`src/rtl/fetch_stage_if.sv`:
```
// Instruction-memory bus between the fetch stage and the instruction memory.
// One request channel (valid/ready/addr) and one response channel
// (valid/data, no backpressure). The fetch stage uses the master modport,
// the memory (or its model) the slave modport.
interface fetch_stage_if #(
  parameter int XLEN = 32
);
  logic            imem_req_valid;
  logic            imem_req_ready;
  logic [XLEN-1:0] imem_req_addr;
  logic            imem_rsp_valid;
  logic [XLEN-1:0] imem_rsp_data;

  modport master (
    output imem_req_valid,
    output imem_req_addr,
    input  imem_req_ready,
    input  imem_rsp_valid,
    input  imem_rsp_data
  );

  modport slave (
    input  imem_req_valid,
    input  imem_req_addr,
    output imem_req_ready,
    output imem_rsp_valid,
    output imem_rsp_data
  );
endinterface

```
`src/rtl/fetch_stage.sv`:
```
// IF stage of the 5-stage RV32I pipeline.
// Holds the PC, issues one instruction-memory request at a time and drives
// the IF/ID pipeline register. A response that lands while decode is stalled
// is parked in a 1-entry skid buffer. An EX redirect flushes IF/ID and the
// buffer and, if a request is still in flight, marks its response to be
// dropped (kill).
// Optional: define FETCH_PERF_CNT_EN to add redirect/stall cycle counters.
module fetch_stage #(
  parameter logic [31:0] RESET_PC = 32'h0000_0000,
  parameter int          XLEN     = 32
) (
  input  logic                 clk,
  input  logic                 rst_n,
  input  logic                 pc_en,
  input  logic                 modify_pc_ex,
  input  logic [XLEN-1:0]      pc_target_ex,
  fetch_stage_if.master        imem,
  output logic                 if_id_valid,
  output logic [XLEN-1:0]      if_id_pc,
  output logic [XLEN-1:0]      if_id_instr
`ifdef FETCH_PERF_CNT_EN
  ,
  output logic [31:0]          perf_redirect_cnt,
  output logic [31:0]          perf_stall_cnt
`endif
);

  localparam logic [XLEN-1:0] NOP_INSTR = 32'h0000_0013;
  localparam logic [XLEN-1:0] PC_STEP   = 32'd4;

  typedef enum logic {
    REQ  = 1'b0,
    WAIT = 1'b1
  } state_t;

  state_t          state_q, state_d;
  logic [XLEN-1:0] pc_q, pc_d;
  logic [XLEN-1:0] req_pc_q, req_pc_d;
  logic            kill_q, kill_d;
  logic            buf_valid_q, buf_valid_d;
  logic [XLEN-1:0] buf_pc_q, buf_pc_d;
  logic [XLEN-1:0] buf_instr_q, buf_instr_d;
  logic            ifid_valid_q, ifid_valid_d;
  logic [XLEN-1:0] ifid_pc_q, ifid_pc_d;
  logic [XLEN-1:0] ifid_instr_q, ifid_instr_d;

  logic            req_valid;
  logic            req_fire;
  logic            rsp_fire;
  logic            deliver;

  // Handshake qualifiers shared by the FSM, PC and IF/ID logic.
  always_comb begin
    req_valid = (state_q == REQ) && !buf_valid_q && !modify_pc_ex;
    req_fire  = req_valid && imem.imem_req_ready;
    rsp_fire  = (state_q == WAIT) && imem.imem_rsp_valid;
    // A response is only useful if it was not killed by an earlier redirect
    // and no redirect is arriving in the same cycle.
    deliver   = rsp_fire && !kill_q && !modify_pc_ex;
  end

  assign imem.imem_req_valid = req_valid;
  assign imem.imem_req_addr  = pc_q;

  // FSM next-state: REQ issues, WAIT holds until the single response returns.
  always_comb begin
    state_d  = state_q;
    kill_d   = kill_q;
    req_pc_d = req_pc_q;
    case (state_q)
      REQ: begin
        if (req_fire) begin
          state_d  = WAIT;
          req_pc_d = pc_q;
        end
      end
      WAIT: begin
        if (imem.imem_rsp_valid) begin
          // Response consumed (delivered or dropped); any kill is spent.
          state_d = REQ;
          kill_d  = 1'b0;
        end else if (modify_pc_ex) begin
          // In-flight request now fetches a wrong-path instruction.
          kill_d = 1'b1;
        end
      end
      default: begin
        state_d = REQ;
      end
    endcase
  end

  // Next PC: redirect wins, otherwise advance by one word on each accepted request.
  always_comb begin
    pc_d = pc_q;
    if (modify_pc_ex) begin
      pc_d = pc_target_ex;
    end else if (req_fire) begin
      pc_d = pc_q + PC_STEP;
    end
  end

  // IF/ID register and skid buffer: flush on redirect, drain/advance when
  // enabled, park a delivery in the buffer while stalled.
  always_comb begin
    buf_valid_d  = buf_valid_q;
    buf_pc_d     = buf_pc_q;
    buf_instr_d  = buf_instr_q;
    ifid_valid_d = ifid_valid_q;
    ifid_pc_d    = ifid_pc_q;
    ifid_instr_d = ifid_instr_q;
    if (modify_pc_ex) begin
      ifid_valid_d = 1'b0;
      buf_valid_d  = 1'b0;
    end else if (pc_en) begin
      if (buf_valid_q) begin
        ifid_valid_d = 1'b1;
        ifid_pc_d    = buf_pc_q;
        ifid_instr_d = buf_instr_q;
        buf_valid_d  = 1'b0;
      end else if (deliver) begin
        ifid_valid_d = 1'b1;
        ifid_pc_d    = req_pc_q;
        ifid_instr_d = imem.imem_rsp_data;
      end else begin
        ifid_valid_d = 1'b0;
      end
    end else if (deliver) begin
      // Requests are blocked while the buffer is full, so it is empty here.
      buf_valid_d = 1'b1;
      buf_pc_d    = req_pc_q;
      buf_instr_d = imem.imem_rsp_data;
    end
  end

  // State and datapath registers.
  always_ff @(posedge clk or negedge rst_n) begin
    if (!rst_n) begin
      state_q      <= REQ;
      pc_q         <= RESET_PC;
      req_pc_q     <= '0;
      kill_q       <= 1'b0;
      buf_valid_q  <= 1'b0;
      buf_pc_q     <= '0;
      buf_instr_q  <= NOP_INSTR;
      ifid_valid_q <= 1'b0;
      ifid_pc_q    <= '0;
      ifid_instr_q <= NOP_INSTR;
    end else begin
      state_q      <= state_d;
      pc_q         <= pc_d;
      req_pc_q     <= req_pc_d;
      kill_q       <= kill_d;
      buf_valid_q  <= buf_valid_d;
      buf_pc_q     <= buf_pc_d;
      buf_instr_q  <= buf_instr_d;
      ifid_valid_q <= ifid_valid_d;
      ifid_pc_q    <= ifid_pc_d;
      ifid_instr_q <= ifid_instr_d;
    end
  end

  assign if_id_valid = ifid_valid_q;
  assign if_id_pc    = ifid_pc_q;
  assign if_id_instr = ifid_instr_q;

`ifdef FETCH_PERF_CNT_EN
  logic [31:0] redir_cnt_q, redir_cnt_d;
  logic [31:0] stall_cnt_q, stall_cnt_d;

  // Cycle counters; a redirect cycle is never also counted as a stall.
  always_comb begin
    redir_cnt_d = redir_cnt_q;
    stall_cnt_d = stall_cnt_q;
    if (modify_pc_ex) begin
      redir_cnt_d = redir_cnt_q + 32'd1;
    end else if (!pc_en) begin
      stall_cnt_d = stall_cnt_q + 32'd1;
    end
  end

  // Counter registers, wrapping naturally at 2^32.
  always_ff @(posedge clk or negedge rst_n) begin
    if (!rst_n) begin
      redir_cnt_q <= '0;
      stall_cnt_q <= '0;
    end else begin
      redir_cnt_q <= redir_cnt_d;
      stall_cnt_q <= stall_cnt_d;
    end
  end

  assign perf_redirect_cnt = redir_cnt_q;
  assign perf_stall_cnt    = stall_cnt_q;
`endif

endmodule
```
`src/flat_wrapper.sv`:
```
// flat-port wrapper written by rule: the top's interface ports become plain ports
module fetch_stage_flat 
#(
  parameter logic [31:0] RESET_PC = 32'h0000_0000,
  parameter int          XLEN     = 32
)
  (clk, rst_n, pc_en, modify_pc_ex, pc_target_ex, if_id_valid, if_id_pc, if_id_instr, imem_imem_req_valid, imem_imem_req_addr, imem_imem_req_ready, imem_imem_rsp_valid, imem_imem_rsp_data);
  fetch_stage_if #(.XLEN(XLEN)) imem_i ();
  input  logic clk;
  input  logic rst_n;
  input  logic pc_en;
  input  logic modify_pc_ex;
  input  logic [XLEN-1:0] pc_target_ex;
  output logic if_id_valid;
  output logic [XLEN-1:0] if_id_pc;
  output logic [XLEN-1:0] if_id_instr;
  output wire logic [$bits(imem_i.imem_req_valid)-1:0] imem_imem_req_valid;
  output wire logic [$bits(imem_i.imem_req_addr)-1:0] imem_imem_req_addr;
  input wire logic [$bits(imem_i.imem_req_ready)-1:0] imem_imem_req_ready;
  input wire logic [$bits(imem_i.imem_rsp_valid)-1:0] imem_imem_rsp_valid;
  input wire logic [$bits(imem_i.imem_rsp_data)-1:0] imem_imem_rsp_data;
  assign imem_imem_req_valid = imem_i.imem_req_valid;
  assign imem_imem_req_addr = imem_i.imem_req_addr;
  assign imem_i.imem_req_ready = imem_imem_req_ready;
  assign imem_i.imem_rsp_valid = imem_imem_rsp_valid;
  assign imem_i.imem_rsp_data = imem_imem_rsp_data;
  fetch_stage #(.RESET_PC(RESET_PC), .XLEN(XLEN)) u_core (.clk(clk), .rst_n(rst_n), .pc_en(pc_en), .modify_pc_ex(modify_pc_ex), .pc_target_ex(pc_target_ex), .imem(imem_i), .if_id_valid(if_id_valid), .if_id_pc(if_id_pc), .if_id_instr(if_id_instr));
endmodule
```
`config.mk`:
```
export PLATFORM = sky130hd
export DESIGN_NAME = fetch_stage_flat
export DESIGN_NICKNAME = d
export VERILOG_FILES = /design/src/rtl/fetch_stage_if.sv /design/src/rtl/fetch_stage.sv /design/src/flat_wrapper.sv
export SDC_FILE = /design/constraint.sdc
export NUM_CORES = 1
export LEC_CHECK = 0
export ABC_AREA = 1
export BUFFER_PORTS_ARGS = -buffer_cell sky130_fd_sc_hd__buf_2
export CORE_MARGIN = 2
export CORE_UTILIZATION = 45
export CTS_CLUSTER_DIAMETER = 30
export CTS_CLUSTER_SIZE = 8
export DETAILED_ROUTE_END_ITERATION = 8
export PLACE_DENSITY = 0.68
export RECOVER_POWER = 100
export SLEW_MARGIN = 10
export SYNTH_ARGS = -nofsm -noshare
export SYNTH_HDL_FRONTEND = slang
export SYNTH_SLANG_ARGS = --single-unit
export TNS_END_PERCENT = 20
```
`constraint.sdc`:
```
create_clock -name clk -period 3.1 [get_ports clk]
set_input_delay 0.31 -clock clk [delete_from_list [all_inputs] [get_ports clk]]
set_output_delay 0.31 -clock clk [all_outputs]
set_load 0.05 [all_outputs]
```
[Word-level counts from Yosys, hierarchy flattened]
Cells that the tools add are included.
Cells by class
  $add $sub $neg: 1
  reduce and logical (&&, ||, !) cells: 18
  bitwise operators: 3
  multiplexer cells: 18
Operator list (count)
  $mux W32: 6
  $add A32 B3 Y32 const B: 1
  $mux W1: 11
  $reduce_bool A2 Y1: 4
  $logic_and A1 B1 Y1: 6
  $reduce_and A3 Y1: 2
  $reduce_and A2 Y1: 2
  $logic_not A1 Y1: 3
  $not A1 Y1: 3
  $reduce_bool A3 Y1: 1
  $pmux W1 S2: 1
Storage, ports and cells
  register bits after elaboration: 196
  word-level logic and storage cells: 50

[Longest topological paths before layout]
Gate-level depths: netlist of run 1.
  depth after elaboration: 7
  gate-level depth with buffers: 8
  mapped depth without buffers: 8

[Least setup slack after synthesis of run 1]
Ideal clock, no wire load.
  path type: reg2out
  start point: register u_core.buf_valid_q
  end point: output port imem_imem_req_valid
  data arrival time: 1.819 ns
  path slack: 0.971 ns
  stages on the path, launching flop included: 4
  path through: dfrtp_1 -> buf_2 -> buf_2 -> nor3_1
On the way
  word-level cells in the longest chain between the ends: 3
RTL lines
  from (decl): line fetch_stage.sv:40  | logic buf_valid_q, buf_valid_d;
  from (signal assigned): line fetch_stage.sv:154  | buf_valid_q <= buf_valid_d;
  $logic_not A1 Y1: line fetch_stage.sv:54  | req_valid = (state_q == REQ) && !buf_valid_q && !modify_pc_ex;
  $logic_and A1 B1 Y1 (2 in series): line fetch_stage.sv:54
  to (decl): line flat_wrapper.sv:17  | output wire logic [$bits(imem_i.imem_req_valid)-1:0] imem_imem_req_valid;
Every way passes these cells.

[Final worst setup path of run 1]
  start point: input port modify_pc_ex
  end point: register u_core.pc_q[20], in the netlist u_core.imem.imem_req_addr[20]
On the way
  word-level cells in the longest chain between the ends: 4
  elaborated cells between the ends (all ways): 5
  classes of those cells: 1 x mux; 4 x reduce/logical
RTL lines
  from (decl): line flat_wrapper.sv:12  | input logic modify_pc_ex;
  $logic_not A1 Y1: line fetch_stage.sv:54
  $logic_and A1 B1 Y1: line fetch_stage.sv:54
  $logic_and A1 B1 Y1: line fetch_stage.sv:55  | req_fire = req_valid && imem.imem_req_ready;
  $reduce_bool A2 Y1 (no line)
  to (signal assigned): line fetch_stage.sv:151  | pc_q <= pc_d;
  to (decl): line fetch_stage.sv:37  | logic [XLEN-1:0] pc_q, pc_d;
Several ways; a longest one is shown, not always the timed one.
A chain may end at the register's enable or synchronous reset.

==> flow_metrics.tcl, run 1 <==
set metrics [dict create \
    status "completed" \
    hold_viol 0 \
    syn_nets 1070 \
    ant_nets 0 \
    cts_tree "built" \
    drive_gt1_share_pct 12.9 \
    post-dp-hpwl_um 14300 \
    post-route-period-util_pct 75.0 \
    area_growth_pct 18.0 \
    end_kind "register" \
    firstDrtPassIters 5 \
    synth.cell_area_sq_um 8830 \
    cp-start-kind "primary input" \
    clk_path_buf_depth 2 \
    crit_chain "clkbuf_1, inv_1, nand3_1, clkbuf_1, nor2_1, nand3_1, nand3_1" \
    diodes 0 \
    synth_seq_cells 196 \
    reg2reg_to "u_core.imem.imem_req_addr[20]" \
    yosysUniqueCellTypes 26 \
    cp.arrival_ns 2.64 \
    io_buffer_count 167 \
    dieArea_sq_um 20800 \
    path_buf_inv 3 \
    final_common_cell "nand2_1" \
    wl_per_cell_um 14.6 \
    drt-initial-drc-count 436 \
    worst_slack_ns 0.775 \
    rsz0062_at_grt "no" \
    h-tree-depth 4 \
    tns_ns 0 \
    timing.slew.headroom_pct 25.2 \
    clkSlewWorstSetupHoldPaths_ns 0.07 \
    clockRootBuffer "clkbuf_16" \
    synth_area_leader_cell "dfrtp_1" \
    worst_pin_slew_ns 1.12 \
    crit_top_cell "nand3_1" \
    layout_common_cells "nand2_1 (272), dfrtp_1 (190), o21ai_0 (164)" \
    synthCells 999 \
    final-setup-viol-count 0 \
    grt_pass1_vias 6486 \
    yosys.area.top_type_share_pct 53.8 \
    gr-total-overflow 0 \
    ios 168 \
    via_count 7083 \
    core_sq_um 19300 \
    grt_usage_pct 20.5 \
    ir_worst_vdd_mv 0.395 \
    cts_sinks 196 \
    path_max_fanout 26 \
    grt_max_degree 129 \
    slowest_stage "clkbuf_1" \
    crit_family "buffers and inverters" \
    nets 1217 \
    placementRows 51 \
    crit_type "in -> reg" \
    cp.required_ns 3.41 \
    finClkSkew_ns 0.0109 \
    die_w_um 144 \
    yosys-top-cells-area "dfrtp_1 (54%), nand2_1 (12%), o21ai_0 (9.3%)" \
    drt-total-wl_um 20800 \
    drc 0 \
    fin_hold_ws_ns 0.0806 \
    rr_worst_depth 6 \
    yosys_warnings 0 \
    antenna_found_initial 0 \
    die_h_um 144 \
    power_density_nw_per_um2 887 \
    initial_core_util_pct 45.7 \
    period_minus_slack_ns 2.33 \
    viasPerCell 4.97 \
    synth.avg_cell_area_sq_um 8.84 \
    min_path_type "in -> reg" \
    finalMaxSlewViolations 0 \
    gp_congestion 0.923 \
    hold_start "imem_imem_rsp_valid" \
    ys_seq_area_share_pct 55.6 \
    grt_pass1_wl_um 33600 \
    slowest_delay_ns 0.85 \
    cts_buffers 17 \
    holdPathStages 2 \
    fmax_mhz 430 \
    cap_violations 0 \
    whs_endpoint "u_core.state_q" \
    r2r_start "u_core.buf_valid_q" \
    ff2ff_setup_slack_ns 0.94 \
    dp_slack_ns 1.26 \
    clk_latency_ns 0.43 \
    leakage_nw 4.95 \
]
-- metal layers --
metal	wire, um	global-route usage, %	vias to the layer above	share of wire (%)
met2	8750	29.7	222	42
met3	1310	3.11	18	6.3
met1	10500	31.6	3284	50
met4	267	6.19	0	1.3
met5	0	0	-	0
li1	-	-	3559	-
-- cells by family after synthesis --
group,after synthesis,share of synthesized area [%]
DFF,196,55.6
xor gates and xnor gates,1,0.0992
buffers and inverters,133,6.10
adders and majority gates,1,0.142
AOI/OAI and AO/OA,208,12.7
muxes,64,7.71
and+or+nand+nor,396,17.7
-- cell usage after synthesis, drive strengths merged --
library cell  number
clkbuf            18
a21boi            14
nand3             46
nand2            273
and2               1
nor3               2
o211ai             3
or2                1
dfrtp            190
inv               81
a21oi             15
dfstp              6
nor2              73
mux2i             32
o21ai            164
a22oi             12
clkinv             1
buf               33
mux2              32
xor2               1
ha                 1
-- cell type report --
class	instances	area, sq um
multi-input cells	670	3380
clock inverters	11	174
repair buffers	179	853
well taps	265	332
fillers	1876	8910
inverters	82	308
clock buffers	21	470
flip-flops and latches	196	4910
-- where the power goes --
group | leakage (nW) | switching [mW] | total (mW) | internal, mW
registers | 2.45 | 0.497 | 3.90 | 3.41
logic | 2.19 | 2.29 | 2.98 | 0.688
clock network | 0.306 | 0.949 | 2.37 | 1.42
-- stage by stage --
| step | cell area (sq um) | utilization (%) | instances | power [mW] |
|---|---|---|---|---|
| after detailed placement | 9930 | 51.4 | 1391 | 7.04 |
| after global routing | 10400 | 53.9 | 1424 | 9.79 |
| after CTS | 10600 | 54.7 | 1424 | 9.44 |
| final | 10400 | 53.9 | 1424 | 9.25 |
| after floorplan | 8830 | - | 999 | 6.15 |
| after global placement | 9930 | 51.4 | 1391 | 6.96 |
-- sequential cells by signal (all words and copies together), names as in the netlist --
name / count
u_core.buf_instr_q: 32
u_core.if_id_pc: 32
u_core.buf_valid_q: 1
u_core.req_pc_q: 32
u_core.kill_q: 1
u_core.buf_pc_q: 32
u_core.if_id_instr: 32
u_core.if_id_valid: 1
u_core.state_q: 1
u_core.imem.imem_req_addr: 32
-- worst max-delay path by stage --
| stage | from | to | depth (start not counted) |
|---|---|---|---|
| floorplan | u_core.buf_valid_q | imem_imem_req_valid | 3 |
| global placement | modify_pc_ex | u_core.buf_pc_q[10] | 6 |
| detailed placement | modify_pc_ex | u_core.buf_pc_q[2] | 5 |
| CTS | u_core.buf_valid_q | imem_imem_req_valid | 2 |
| global route | modify_pc_ex | u_core.imem.imem_req_addr[20] | 7 |
| finish | modify_pc_ex | u_core.imem.imem_req_addr[20] | 7 |
-- repair_timing --
action | CTS | global route
endpoints found under the hold margin | 39 | 0
hold buffers | 1 | 0
buffers inserted | 0 | 0
gates resized for setup | 0 | 0
No activity file was read; power rests on OpenSTA's default activity.
==> inputs of run 2 (changes only) <==
Settings changed: PLACE_DENSITY 0.68 to 0.71.
Clock period 3.1 ns to 1.9 ns, I/O delays scaled along.
==> run 2 against run 1 <==
Compared with the run above:
- register-to-register slack got worse by 0.82 ns
- non-clock buffer count increased by 35
- wire length decreased by 1.0%
- total power increased by 61%
- clock skew increased by 0.0014 ns
- setup slack got worse by 0.65 ns
- via count increased by 1.5%
- combinational power increased by 65%
- final cell count increased by 2.4%
- hold slack got worse by 0.070 ns
- clock power increased by 54%
- sequential cell count unchanged
- critical endpoint unchanged
==> flow_metrics.tcl, run 2 (synthesis gave the netlist of run 1 again) <==
set metrics [dict create \
    hold_viol 0 \
    nFillCells 1817 \
    drt-initial-drc-count 358 \
    reg2reg_to "u_core.imem.imem_req_addr[20]" \
    area_growth_pct 21.6 \
    rr_worst_depth 6 \
    rsz0062_at_grt "no" \
    cp.required_ns 2.27 \
    place_inst 1397 \
    crit_top_cell "nand3_1" \
    seqPwrFrac_pct 42.4 \
    antenna_found_initial 0 \
    multiInputGateArea_sq_um 3410 \
    placementRows 51 \
    post-dp-hpwl_um 13900 \
    initial_core_util_pct 45.7 \
    hold_start "pc_target_ex[3]" \
    clockRootBuffer "clkbuf_16" \
    dp_slack_ns 0.168 \
    whs_endpoint "u_core.imem.imem_req_addr[3]" \
    final_cells 1458 \
    grt_pass1_wl_um 33800 \
    wl_per_cell_um 14.1 \
    finalMaxSlewViolations 0 \
    gp_congestion 0.891 \
    drive_gt1_share_pct 13.8 \
    grt_usage_pct 20.6 \
    timing.slew.headroom_pct 12.3 \
    die_h_um 144 \
    gr-total-overflow 0 \
    slowest_stage "dfrtp_2" \
    layout_common_cells "nand2_1 (271), dfrtp_1 (189), o21ai_0 (164)" \
    diodes 0 \
    io_buffer_count 167 \
    firstDrtPassIters 5 \
    cts_sinks 196 \
    tns_ns 0 \
    cts_tree "built" \
    holdPathStages 3 \
    die_w_um 144 \
    period_minus_slack_ns 1.78 \
    grt_max_degree 130 \
    crit_chain "nor2_1, nand3_1, clkbuf_2, nor2_1, nand3_1, nand3_1" \
    crit_type "reg -> reg" \
    cap_violations 0 \
    leakage_nw 5.09 \
    combinationalPowerShare_pct 33.1 \
    swShare_pct 40.9 \
    dieArea_sq_um 20800 \
    clk_latency_ns 0.43 \
    via_count 7191 \
    drt-total-wl_um 20600 \
    cp-start-kind "register" \
    grt_pass1_vias 6748 \
    viasPerCell 4.93 \
    ff2ff_setup_slack_ns 0.12 \
    finClkSkew_ns 0.0123 \
    min_path_type "in -> reg" \
    clkSlewWorstSetupHoldPaths_ns 0.07 \
    cp.arrival_ns 2.15 \
    switchingPower_mw 6.10 \
    seq_area_sq_um 4910 \
    end_kind "register" \
    power_density_nw_per_um2 1390 \
    p_int_mw 8.83 \
    post-route-period-util_pct 93.7 \
    worst_pin_slew_ns 1.32 \
    clk_path_buf_depth 2 \
    slowest_delay_ns 0.46 \
    p_clk_share_pct 24.5 \
    core_sq_um 19300 \
    final-setup-viol-count 0 \
    path_max_fanout 24 \
    nets 1252 \
    worst_slack_ns 0.120 \
    r2r_start "u_core.buf_valid_q" \
    final_common_cell "nand2_1" \
    h-tree-depth 4 \
    fmax_mhz 562 \
    ir_worst_vdd_mv 0.637 \
    status "completed" \
    ant_nets 0 \
    cts_buffers 17 \
    ios 168 \
    drc 0 \
]
[run 2: how the worst max path moves through the flow]
stage	startpoint	endpoint	slack (ns)	cells past startpoint
finish	u_core.buf_valid_q	u_core.imem.imem_req_addr[20]	0.12	6
global route	u_core.buf_valid_q	u_core.imem.imem_req_addr[20]	0.009	6
CTS	u_core.imem.imem_req_addr[2]	u_core.imem.imem_req_addr[26]	0.15	8
detailed placement	u_core.imem.imem_req_addr[2]	u_core.imem.imem_req_addr[26]	0.17	8
global placement	u_core.imem.imem_req_addr[2]	u_core.imem.imem_req_addr[26]	0.29	8
floorplan	u_core.imem.imem_req_addr[2]	u_core.imem.imem_req_addr[26]	0.1	8
[run 2: metrics by stage]
| stage | area [sq um] | util (%) | power (mW) | hold WS [ns] |
|---|---|---|---|---|
| final | 10700 | 55.6 | 14.9 | 0.0103 |
| after global routing | 10700 | 55.6 | 15.8 | 0.00373 |
| after CTS | 10900 | 56.5 | 15.2 | 0.000363 |
| after detailed placement | 10000 | 51.8 | 11.5 | 0.203 |
| after global placement | 10000 | 51.8 | 11.4 | 0.202 |
| after floorplan | 8840 | - | 10.0 | -0.106 |
[run 2: critical path, delay by kind of cell (launching register included)]
kind          cells  cell delay, ns
flops             1            0.46
simple gates      5            0.91
buf+inv           1            0.35
[run 2: metal layers]
metal	part of all wire [%]	wire [um]	track usage, %	vias to the layer above
li1	-	-	-	3614
met1	50	10200	31.1	3316
met2	43	8850	30.3	234
met3	5.9	1210	3.58	27
met4	1.5	314	6.55	0
met5	0	0	0	-
[run 2: cell type report]
class	count	share of cell area, %
Sequential cell	196	45.7
Multi-Input combinational cell	670	31.7
Clock inverter	13	1.48
Inverter	82	2.86
Tap cell	265	3.09
Timing Repair Buffer	214	11.1
Clock buffer	18	4.09
[run 2: timing repair]
action,in CTS,in global routing
hold buffers,30,0
endpoints found under the hold margin,77,0
endpoints found under the setup margin,0,9
resized for setup,0,4
setup buffers,0,0
[run 2: power by group through the flow]
stage               Sequential (mW)  Combinational [mW]  Clock (mW)
floorplan                      8.57                1.47           0
global placement               6.32                5.04           0
detailed placement             6.37                5.12           0
CTS                            6.30                5.18        3.75
global route                   6.51                5.37        3.90
finish                         6.33                4.93        3.66
==> inputs of run 3 (changes only) <==
Settings changed: CORE_ASPECT_RATIO from default to 1.5, CTS_BUF_LIST from default to sky130_fd_sc_hd__clkbuf_16.
==> run 3 against run 2 <==
Compared with the run above:
- critical path depth is 3 lower
- largest cell class unchanged
- global-route usage is 0.24 points higher
- clock-buffer cell count is 1 lower
- clock power is 1% higher
- hold slack better by 0.012 ns
- first-iteration DRC count is 15% higher
- total power is 0.32% higher
- non-clock buffer count is 19 higher
- utilization is 0.88 points higher
==> flow_metrics.tcl, run 3 (synthesis gave the netlist of run 1 again) <==
set metrics [dict create \
    place_inst 1395 \
    drc 0 \
    core_sq_um 19200 \
    die_w_um 118 \
    area_growth_pct 23.0 \
    antenna_found_initial 0 \
    timing.slew.headroom_pct 38.0 \
    viasPerCell 5.00 \
    worstSetupStartpoint "u_core.buf_valid_q" \
    worst_pin_slew_ns 0.930 \
    cts_sinks 196 \
    grt_usage_pct 20.9 \
    cts_tree "built" \
    finClkSkew_ns 0.0134 \
    nets 1271 \
    ant_nets 0 \
    placementRows 62 \
    hold_start "imem_imem_rsp_data[11]" \
    diodes 0 \
    period_minus_slack_ns 1.82 \
    drt-total-wl_um 21000 \
    cp.arrival_ns 1.63 \
    post-route-period-util_pct 95.8 \
    rsz0062_at_grt "no" \
    cp-endpoint "imem_imem_req_valid" \
    initial_core_util_pct 45.9 \
    status "completed" \
    drive_gt1_share_pct 13.9 \
    met1_length_um 9280 \
    fmax_mhz 549 \
    drt-initial-drc-count 410 \
    layout_common_cells "nand2_1 (272), dfrtp_1 (189), o21ai_0 (164)" \
    h-tree-depth 4 \
    wl_per_cell_um 14.3 \
    r2r_start "u_core.imem.imem_req_addr[2]" \
    grt_max_degree 66 \
    clk_path_buf_depth 2 \
    reg2reg_to "u_core.imem.imem_req_addr[12]" \
    met2_length_um 10500 \
    cap_violations 0 \
    ir_worst_vdd_mv 0.588 \
    wl_met3_um 644 \
    tns_ns 0 \
    min_path_type "in -> reg" \
    io_buffer_count 167 \
    dieArea_sq_um 20800 \
    ios 168 \
    ff2ff_setup_slack_ns 0.11 \
    post-dp-hpwl_um 14800 \
    grt_pass1_vias 6998 \
    rr_worst_depth 8 \
    grt_pass1_wl_um 34700 \
    cp.required_ns 1.71 \
    finalMaxSlewViolations 0 \
    die_h_um 176 \
    hold_viol 0 \
    firstDrtPassIters 5 \
    via_count 7336 \
    clockRootBuffer "clkbuf_16" \
    end_kind "output port" \
    gp_congestion 0.895 \
    postCtsSetupBuffers 0 \
    crit_type "reg -> out" \
    final_cells 1468 \
    top_layer "met4" \
    gr-total-overflow 0 \
    clkSlewWorstSetupHoldPaths_ns 0.07 \
    leakage_nw 5.15 \
    power_density_nw_per_um2 1380 \
    path_max_fanout 17 \
    cp-start-kind "register" \
    clk_latency_ns 0.43 \
    final-setup-viol-count 0 \
    cts_buffers 17 \
    final_common_cell "nand2_1" \
]
-- run 3: changes by cell type in the layout (fill, tap and decap cells not counted), moves of 2 or more --
cell / previous run / this run
dlygate4sd3_1: 30 / 42
inv_6: 1 / 5
clkbuf_2: 5 / 8
buf_12: 3 / 1
clkinv_2: 4 / 0
buf_4: 7 / 10
clkbuf_4: 0 / 3
buf_8: 2 / 0
-- run 3: metal layers --
layer | GRT usage, % | vias to the layer above
met5 | 0 | -
met4 | 9.03 | 0
met3 | 3.28 | 38
met2 | 35.1 | 172
met1 | 26.8 | 3471
li1 | - | 3655
-- run 3: repair_timing --
| item | in CTS | in global routing |
|---|---|---|
| setup endpoints to repair | 0 | 6 |
| hold buffers | 42 | 0 |
| endpoints found under the hold margin | 89 | 0 |
| gates resized for setup | 0 | 3 |
-- run 3: worst min path at each step --
| stage | cells after the start | to | slack, ns |
|---|---|---|---|
| final | 2 | u_core.buf_instr_q[11] | 0.02 |
| after global routing | 2 | u_core.buf_instr_q[8] | 0.004 |
| after CTS | 2 | u_core.buf_instr_q[8] | 0.0002 |
| after detailed placement | 1 | u_core.imem.imem_req_addr[2] | 0.19 |
| after global placement | 1 | u_core.imem.imem_req_addr[3] | 0.19 |
| after floorplan | 0 | u_core.buf_instr_q[10] | -0.11 |
-- run 3: per-stage QoR --
stage	area [sq um]	hold slack [ns]	setup slack, ns	util, %	total power, mW
after CTS	11100	0.000160	0.0150	57.5	15.3
after floorplan	8840	-0.106	0.0971	-	10.0
after detailed placement	10000	0.192	0.0830	52.2	11.5
final	10900	0.0228	0.0792	56.5	15.0
after global routing	10900	0.00397	0.00240	56.5	15.9
after global placement	10000	0.195	0.189	52.2	11.3
-- run 3: area by class of cell --
cell class	instances	area (sq um)
multi-input cells	670	3410
clock inverters	14	176
well taps	256	320
flip-flops and latches	196	4910
inverters	82	308
fillers	1865	8380
clock buffers	17	425
repair buffers	233	1310
-- run 3: critical path: stages (launching register included) --
cell and delay [ns]:
dfrtp_2 0.40, buf_4 0.23, nor3_2 0.28, clkbuf_4 0.29
-- run 3: power by group --
| part | switching, mW | internal (mW) |
|---|---|---|
| registers | 0.776 | 5.55 |
| logic | 3.76 | 1.19 |
| clock network | 1.61 | 2.09 |
| total | 6.14 | 8.83 |
